===== src/rtl/usb_ep_rd_stream.sv =====
// Byte-stream reader for the usb_ep_buf read port: fetches RWIDTH-bit words through a
// 2-slot prefetch and presents them as a little-endian valid/ack byte stream.
module usb_ep_rd_stream #(
    parameter  int unsigned RWIDTH = 16,
    localparam int unsigned ARW    = 11 - $clog2(RWIDTH / 8)
) (
    input  logic              clk,
    input  logic              rst_n,
    input  logic              start,
    input  logic              abort,
    input  logic [10:0]       base_addr,
    input  logic [10:0]       len,
    output logic              busy,
    output logic              done,
    output logic [ARW-1:0]    rd_addr_0,
    output logic              rd_en_0,
    input  logic [RWIDTH-1:0] rd_data_1,
    output logic [7:0]        data,
    output logic              valid,
    output logic              last,
    input  logic              ack
);

    localparam int unsigned BYTES = RWIDTH / 8;
    localparam int unsigned OFFW  = $clog2(BYTES);
    localparam int unsigned LW    = (OFFW > 0) ? OFFW : 1;

    typedef enum logic [1:0] {StIdle, StRun, StDone} state_e;

    state_e            state_q, state_d;
    logic [RWIDTH-1:0] slot_q [2];
    logic              wr_q, rd_q;
    logic [1:0]        cnt_q;
    logic              infl_q;
    logic [ARW-1:0]    ptr_q;
    logic [11:0]       wleft_q;
    logic [10:0]       rem_q;
    logic [LW-1:0]     lane_q;

    logic [10:0]       len_c;
    logic [LW-1:0]     off_c;
    logic [12:0]       span_c;
    logic [ARW-1:0]    ptr_c;
    logic              run;
    logic              valid_c;
    logic              take;
    logic              lane_end;
    logic              free;
    logic              issue;
    logic [7:0]        cur_byte;

    always_comb begin
        len_c    = (len > 11'd1024) ? 11'd1024 : len;
        off_c    = LW'(32'(base_addr) % BYTES);
        span_c   = 13'(len_c) + 13'(off_c) + 13'(BYTES - 1);
        ptr_c    = ARW'(base_addr >> OFFW);
        run      = (state_q == StRun);
        cur_byte = 8'(slot_q[rd_q] >> (8 * int'(lane_q)));
        valid_c  = run && (cnt_q != 2'd0) && (rem_q != 11'd0);
        take     = valid_c && ack;
        // Head slot is released after its top lane, or after the final byte of a short tail.
        lane_end = (lane_q == LW'(BYTES - 1)) || (rem_q == 11'd1);
        free     = take && lane_end;
        // Reserve a slot for the returning word, counting the slot freed this cycle.
        issue    = run && !abort && (wleft_q != 12'd0)
                   && ((cnt_q - 2'(free) + 2'(infl_q)) < 2'd2);
    end

    always_comb begin
        state_d = state_q;
        case (state_q)
            StIdle: begin
                if (start && !abort) begin
                    state_d = (len_c == 11'd0) ? StDone : StRun;
                end
            end
            StRun: begin
                if (abort || (take && rem_q == 11'd1)) begin
                    state_d = StDone;
                end
            end
            StDone:  state_d = StIdle;
            default: state_d = StIdle;
        endcase
    end

    assign busy      = (state_q != StIdle);
    assign done      = (state_q == StDone);
    assign rd_en_0   = issue;
    assign rd_addr_0 = ptr_q;
    assign data      = cur_byte;
    assign valid     = valid_c;
    assign last      = valid_c && (rem_q == 11'd1);

    always_ff @(posedge clk) begin
        if (!rst_n) begin
            state_q   <= StIdle;
            slot_q[0] <= '0;
            slot_q[1] <= '0;
            wr_q      <= 1'b0;
            rd_q      <= 1'b0;
            cnt_q     <= '0;
            infl_q    <= 1'b0;
            ptr_q     <= '0;
            wleft_q   <= '0;
            rem_q     <= '0;
            lane_q    <= '0;
        end else begin
            state_q <= state_d;
            if (state_q == StIdle) begin
                if (start && !abort) begin
                    ptr_q   <= ptr_c;
                    lane_q  <= off_c;
                    rem_q   <= len_c;
                    wleft_q <= 12'(span_c >> OFFW);
                    cnt_q   <= '0;
                    wr_q    <= 1'b0;
                    rd_q    <= 1'b0;
                    infl_q  <= 1'b0;
                end
            end else if (run) begin
                if (abort) begin
                    // Drop prefetched words and ignore the word still coming back.
                    cnt_q   <= '0;
                    wr_q    <= 1'b0;
                    rd_q    <= 1'b0;
                    infl_q  <= 1'b0;
                    wleft_q <= '0;
                    rem_q   <= '0;
                end else begin
                    infl_q <= issue;
                    if (issue) begin
                        ptr_q   <= ptr_q + ARW'(1);
                        wleft_q <= wleft_q - 12'd1;
                    end
                    if (infl_q) begin
                        slot_q[wr_q] <= rd_data_1;
                        wr_q         <= ~wr_q;
                    end
                    cnt_q <= cnt_q + 2'(infl_q) - 2'(free);
                    if (take) begin
                        rem_q  <= rem_q - 11'd1;
                        lane_q <= lane_end ? '0 : lane_q + LW'(1);
                        if (lane_end) begin
                            rd_q <= ~rd_q;
                        end
                    end
                end
            end
        end
    end

endmodule


===== config.mk =====
export PLATFORM = sky130hd
export DESIGN_NAME = usb_ep_rd_stream
export DESIGN_NICKNAME = d
export VERILOG_FILES = /design/src/rtl/usb_ep_rd_stream.sv
export SDC_FILE = /design/constraint.sdc
export NUM_CORES = 1
export LEC_CHECK = 0
export CAP_MARGIN = 5
export CORE_MARGIN = 10
export CORE_UTILIZATION = 55
export DETAILED_ROUTE_END_ITERATION = 12
export GPL_ROUTABILITY_DRIVEN = 0
export HOLD_SLACK_MARGIN = 0.02
export PLACE_DENSITY = 0.82
export SYNTH_ARGS = -nofsm -noshare
export SYNTH_HDL_FRONTEND = slang
export SYNTH_SLANG_ARGS = --single-unit

===== constraint.sdc =====
create_clock -name clk -period 5.09 [get_ports clk]
set_clock_uncertainty 0.1 [all_clocks]
set_input_delay 0.509 -clock clk [delete_from_list [all_inputs] [get_ports clk]]
set_output_delay 0.509 -clock clk [all_outputs]
set_load 0.01 [all_outputs]

==> results_dict.tcl, run 1 <==
set metrics [dict create \
    synth_warnings 0 \
    tightestPinTransition_ns 1.16 \
    row_count 31 \
    timing.final.crit_share 0.852 \
    grt.overflow.total 0 \
    netlist.area_leader.share 0.230 \
    arrival_ns 3.73 \
    ys_types 62 \
    h-tree-depth 3 \
    seq_area_frac_synth 0.432 \
    syn-num-nets 496 \
    endpoint_kind "output port" \
    status "finished, final reports clean" \
    core_area_um2 7330 \
    netlist_area_um2 4170 \
    diodes 0 \
    synthArstFlopShare 0 \
    cts-hold-fix-buffers 0 \
    synthFlopType "dfxtp_1" \
    peakVddDrop_uv 212 \
    start_util 0.569 \
    io_pins 66 \
    startpoint_type "flip-flop" \
    die_y_um 107 \
    dieArea_um2 11500 \
    cap_violations 0 \
    drcViolationCount 0 \
    max_freq_ghz 0.231 \
    wirelength_mm 10.5 \
    io_buffers 65 \
    nNetsFinal 548 \
    grt_max_degree 33 \
    synth_most_common_cell "dfxtp_1" \
    avgRoutedWirePerCell_um 17.5 \
    path_cells "inv_1 -> ha_1 -> nor3b_1 -> and4_1 -> nor3_1 -> ha_1 -> inv_1 -> ha_1 -> xnor3_1 -> o311a_4 -> clkdlybuf4s50_1" \
    rsz0062_at_grt "no" \
    area_delta_synth_final_pct 20.7 \
    crit_top_cell "ha_1" \
    multi_input_area_um2 2180 \
    clk_pin_slew_worst_paths_ns 0.09 \
    grt_pass1_vias 3529 \
    period_needed_ns 4.33 \
    power.density_nw_per_um2 297 \
    finish.utilization 0.687 \
    die_w_um 107 \
    cts_setup_buffers 0 \
    synthTopCellsByArea "edfxtp_1, dfxtp_1, and2_1, mux4_2, a21oi_1" \
    finalSetupTns_ns 0 \
    antenna_found_initial 0 \
    avgSynthCellArea_um2 9.36 \
    cpPeakStageDelay_ns 0.57 \
    min_path_type "flip-flop to flip-flop" \
    max-slew-margin-rel 0.220 \
    fillCellCount 569 \
    route.vias.total 3676 \
    drive_gt1_frac 0.0795 \
    synth-edff-count 32 \
    fin_area_um2 5040 \
    critPathKind "flip-flop to output port" \
    setup_viol 0 \
    drt-pass1-iter-count 5 \
    seq_area_um2 1800 \
    vias_per_cell 6.11 \
    drtIter0Drc 224 \
    root_buffer "clkbuf_8" \
    total_power_mw 1.50 \
    dpl_cell_area_um2 4850 \
    clk_latency_ns 0.37 \
    crit_required_ns 4.48 \
    yosys_register_bits 74 \
    tritoncts "yes" \
    clock_sinks 74 \
    yosys-top-cells-count "dfxtp_1, nor2_1, and2_1" \
    synthCells 446 \
    grt_use_total 0.184 \
    yosys.area.top_type "edfxtp_1" \
    hold_viol 0 \
    clockBufferDepth 2 \
    cts_resized 0 \
    critPathSlowestCell "clkdlybuf4s50_1" \
    p_leak_nw 1.76 \
    grt_pass1_wl_mm 17.3 \
    critPathMaxFanout 11 \
    stdcell_count 602 \
    cts_made_buffers 9 \
    dp_cells 586 \
    slew_viol_final 0 \
    hpwl_mm 7.45 \
    ant_nets 0 \
]
critical path: cells and delay by family, from the launching register on:
kind,cells,cell delay [ns]
adders and majority gates,3,0.75
and+or+nand+nor,3,1.03
AOI/OAI and AO/OA,1,0.30
DFF,1,0.33
buffers and inverters,3,0.73
xor gates and xnor gates,1,0.22
metrics by stage:
| step | hold WS (ns) | worst slack, ns |
|---|---|---|
| detailed placement | 0.380 | 1.05 |
| finish | 0.391 | 0.756 |
| floorplan | 0.353 | 1.95 |
| global placement | 0.366 | 1.09 |
| global route | 0.409 | 0.578 |
| CTS | 0.392 | 0.763 |
final cells by class:
type / instances / share of cell area
multi-input combinational: 326 / 0.432
sequential: 74 / 0.358
timing repair buffer: 70 / 0.137
clock buffer: 9 / 0.0246
tap: 99 / 0.0246
inverter: 17 / 0.0127
clock inverter: 7 / 0.0119
kinds of logic after synthesis:
| family | after synthesis | share of synthesized area |
|---|---|---|
| AO/OA/AOI/OAI | 126 | 0.207 |
| buffers and inverters | 46 | 0.0465 |
| multiplexers | 9 | 0.0456 |
| AND/OR/NAND/NOR | 170 | 0.216 |
| flip-flops | 74 | 0.432 |
| adder cells (fa/ha/maj) | 7 | 0.0210 |
| XOR/XNOR | 14 | 0.0327 |
state kept, by name, indices dropped and copies added, names as in the netlist, named ones only:
name,count
rem_q,11
wr_q,1
infl_q,1
lane_q,1
rd_q,1
slot_q,32
wleft_q,12
state_q,2
cnt_q,2
rd_addr_0,10
where the power goes:
group          internal, mW  leakage (nW)  switching [mW]  total (mW)
Clock                 0.184        0.0844           0.250       0.434
Sequential            0.656         0.673          0.0353       0.691
Combinational         0.161          1.00           0.212       0.373
Total                  1.00          1.76           0.498        1.50
routing by layer:
layer	part of all wire	track usage	routed length (um)
met1	0.44	0.237	4640
met2	0.47	0.298	4980
met3	0.066	0.0389	694
met4	0.019	0.0638	204
met5	0	0	0
cells in the final DEF, fill, tap and decap left out, drive strengths merged, types with 5 or more instances in the layout:
cell type / synthesis / routed
nand3: 9 / 9
buf: 7 / 5
o21ai: 22 / 22
inv: 17 / 20
nand4: 5 / 5
edfxtp: 32 / 32
clkdlybuf4s50: 0 / 65
dfxtp: 42 / 42
clkbuf: 22 / 9
a211oi: 8 / 8
o31ai: 11 / 11
xnor2: 9 / 9
nor3: 13 / 13
nor4: 13 / 13
nor2: 41 / 41
nand2: 32 / 32
and2: 34 / 34
ha: 7 / 7
mux4: 8 / 8
o21a: 5 / 5
a21oi: 32 / 32
o211ai: 9 / 9
path summary, 6_finish.rpt:
| path | startpoint | slack [ns] | end | cells after the start |
|---|---|---|---|---|
| worst max-delay path | rem_q[0] | 0.76 | rd_en_0 | 11 |
| worst min-delay path | wleft_q[8] | 0.39 | wleft_q[8] | 2 |
| worst max register to register | rem_q[0] | 1.45 | rd_addr_0[0] | 13 |
| worst min register to register | wleft_q[8] | 0.39 | wleft_q[8] | 2 |
No activity file was read; power rests on OpenSTA's default activity.
==> inputs of run 2 (changes only) <==
--- a/config.mk
+++ b/config.mk
@@ -11,7 +11,7 @@
 export DETAILED_ROUTE_END_ITERATION = 12
 export GPL_ROUTABILITY_DRIVEN = 0
 export HOLD_SLACK_MARGIN = 0.02
-export PLACE_DENSITY = 0.82
+export PLACE_DENSITY = 0.8
 export SYNTH_ARGS = -nofsm -noshare
 export SYNTH_HDL_FRONTEND = slang
 export SYNTH_SLANG_ARGS = --single-unit
==> results_dict.tcl, run 2 (synthesized netlist as in run 1, its figures left out) <==
set metrics [dict create \
    start_util 0.569 \
    drt-pass1-iter-count 5 \
    peakVddDrop_uv 172 \
    setup_viol 0 \
    cap_violations 0 \
    nNetsFinal 548 \
    io_pins 66 \
    tightestPinTransition_ns 1.14 \
    wirelength_mm 10.7 \
    max-slew-margin-rel 0.238 \
    antenna_found_initial 0 \
    regMostFlops "slot_q" \
    rsz0062_at_grt "no" \
    finish.utilization 0.690 \
    dieArea_um2 11500 \
    min_path_type "flip-flop to flip-flop" \
    drtIter0Drc 266 \
    cts_resized 0 \
    crit_required_ns 4.48 \
    clockBufferDepth 2 \
    worstSetupStartpoint "rem_q[0]" \
    hold_start "rem_q[10]" \
    cpPeakStageDelay_ns 0.57 \
    p_leak_nw 1.78 \
    endpoint_kind "output port" \
    layout_common_cells "clkdlybuf4s50_1, dfxtp_1, nor2_1" \
    critPathMaxFanout 11 \
    fin_area_um2 5060 \
    dpl_cell_area_um2 4850 \
    cts_made_buffers 9 \
    route.vias.total 3694 \
    slew_viol_final 0 \
    cts-hold-fix-buffers 0 \
    arrival_ns 3.70 \
    crit_top_cell "ha_1" \
    tritoncts "yes" \
    layout_commonest_cell "clkdlybuf4s50_1" \
    worstReg2RegStart "rem_q[0]" \
    power.density_nw_per_um2 304 \
    finalSetupTns_ns 0 \
    period_needed_ns 4.31 \
    area_delta_synth_final_pct 21.2 \
    grt_use_total 0.183 \
    grt_max_degree 33 \
    grt_pass1_vias 3537 \
    root_buffer "clkbuf_8" \
    clk_pin_slew_worst_paths_ns 0.08 \
    top_regs "slot_q: 32 flops, wleft_q: 12 flops, rem_q: 11 flops" \
    critPathKind "flip-flop to output port" \
    die_w_um 107 \
    largest_reg_flops 32 \
    avgRoutedWirePerCell_um 17.8 \
    io_buffers 65 \
    drcViolationCount 0 \
    grt_pass1_wl_mm 17.3 \
    clock_sinks 74 \
    diodes 0 \
    startpoint_type "flip-flop" \
    cts_setup_buffers 0 \
    core_area_um2 7330 \
    max_freq_ghz 0.232 \
    hold_viol 0 \
    vias_per_cell 6.14 \
    critPathSlowestCell "clkdlybuf4s50_1" \
    die_y_um 107 \
    ant_nets 0 \
    hpwl_mm 7.60 \
    status "finished, final reports clean" \
    path_cells "inv_1 -> ha_1 -> nor3b_1 -> and4_1 -> nor3_1 -> ha_1 -> inv_1 -> ha_1 -> xnor3_1 -> o311a_4 -> clkdlybuf4s50_1" \
    grt.overflow.total 0 \
    drive_gt1_frac 0.0795 \
    timing.final.crit_share 0.847 \
    clk_latency_ns 0.35 \
    row_count 31 \
    h-tree-depth 3 \
]
[run 2: path summary, 6_finish.rpt]
| check | cells after the start | slack (ns) | endpoint |
|---|---|---|---|
| worst max-delay path | 11 | 0.78 | rd_en_0 |
| worst min register to register | 2 | 0.38 | rem_q[10] |
| worst max register to register | 13 | 1.45 | rd_addr_0[0] |
| worst min-delay path | 2 | 0.38 | rem_q[10] |
[run 2: through the flow]
step	cells	hold slack (ns)	total power, mW	setup slack [ns]
global route	602	0.429	1.60	0.591
global placement	586	0.365	1.06	1.10
CTS	602	0.389	1.53	0.811
finish	602	0.384	1.54	0.777
floorplan	446	0.353	0.947	1.95
detailed placement	586	0.377	1.07	1.08
[run 2: where the power goes]
group,leakage (nW),internal [mW],total (mW),switching [mW]
registers,0.673,0.656,0.692,0.0360
clock network,0.105,0.231,0.469,0.238
logic,1.00,0.161,0.375,0.215
[run 2: final cells by class]
class | instances | area (um^2)
Clock buffer | 9 | 124
Clock inverter | 7 | 77.6
Fill cell | 570 | 2270
Inverter | 17 | 63.8
Multi-Input combinational cell | 326 | 2180
Sequential cell | 74 | 1800
Tap cell | 99 | 124
Timing Repair Buffer | 70 | 688
[run 2: routing by layer]
| layer | global-route usage | up-vias | share of wire |
|---|---|---|---|
| li1 | - | 1765 | - |
| met4 | 0.0648 | 0 | 0.010 |
| met1 | 0.236 | 1770 | 0.43 |
| met3 | 0.0347 | 12 | 0.068 |
| met5 | 0 | - | 0 |
| met2 | 0.299 | 147 | 0.49 |
[run 2: worst max-delay path, delay by kind of cell (launching register included)]
kind,cells,cell delay [ns]
flops,1,0.34
xor+xnor,1,0.22
simple gates,3,1.03
fa+ha+maj,3,0.74
buf+inv,3,0.73
compound gates,1,0.30
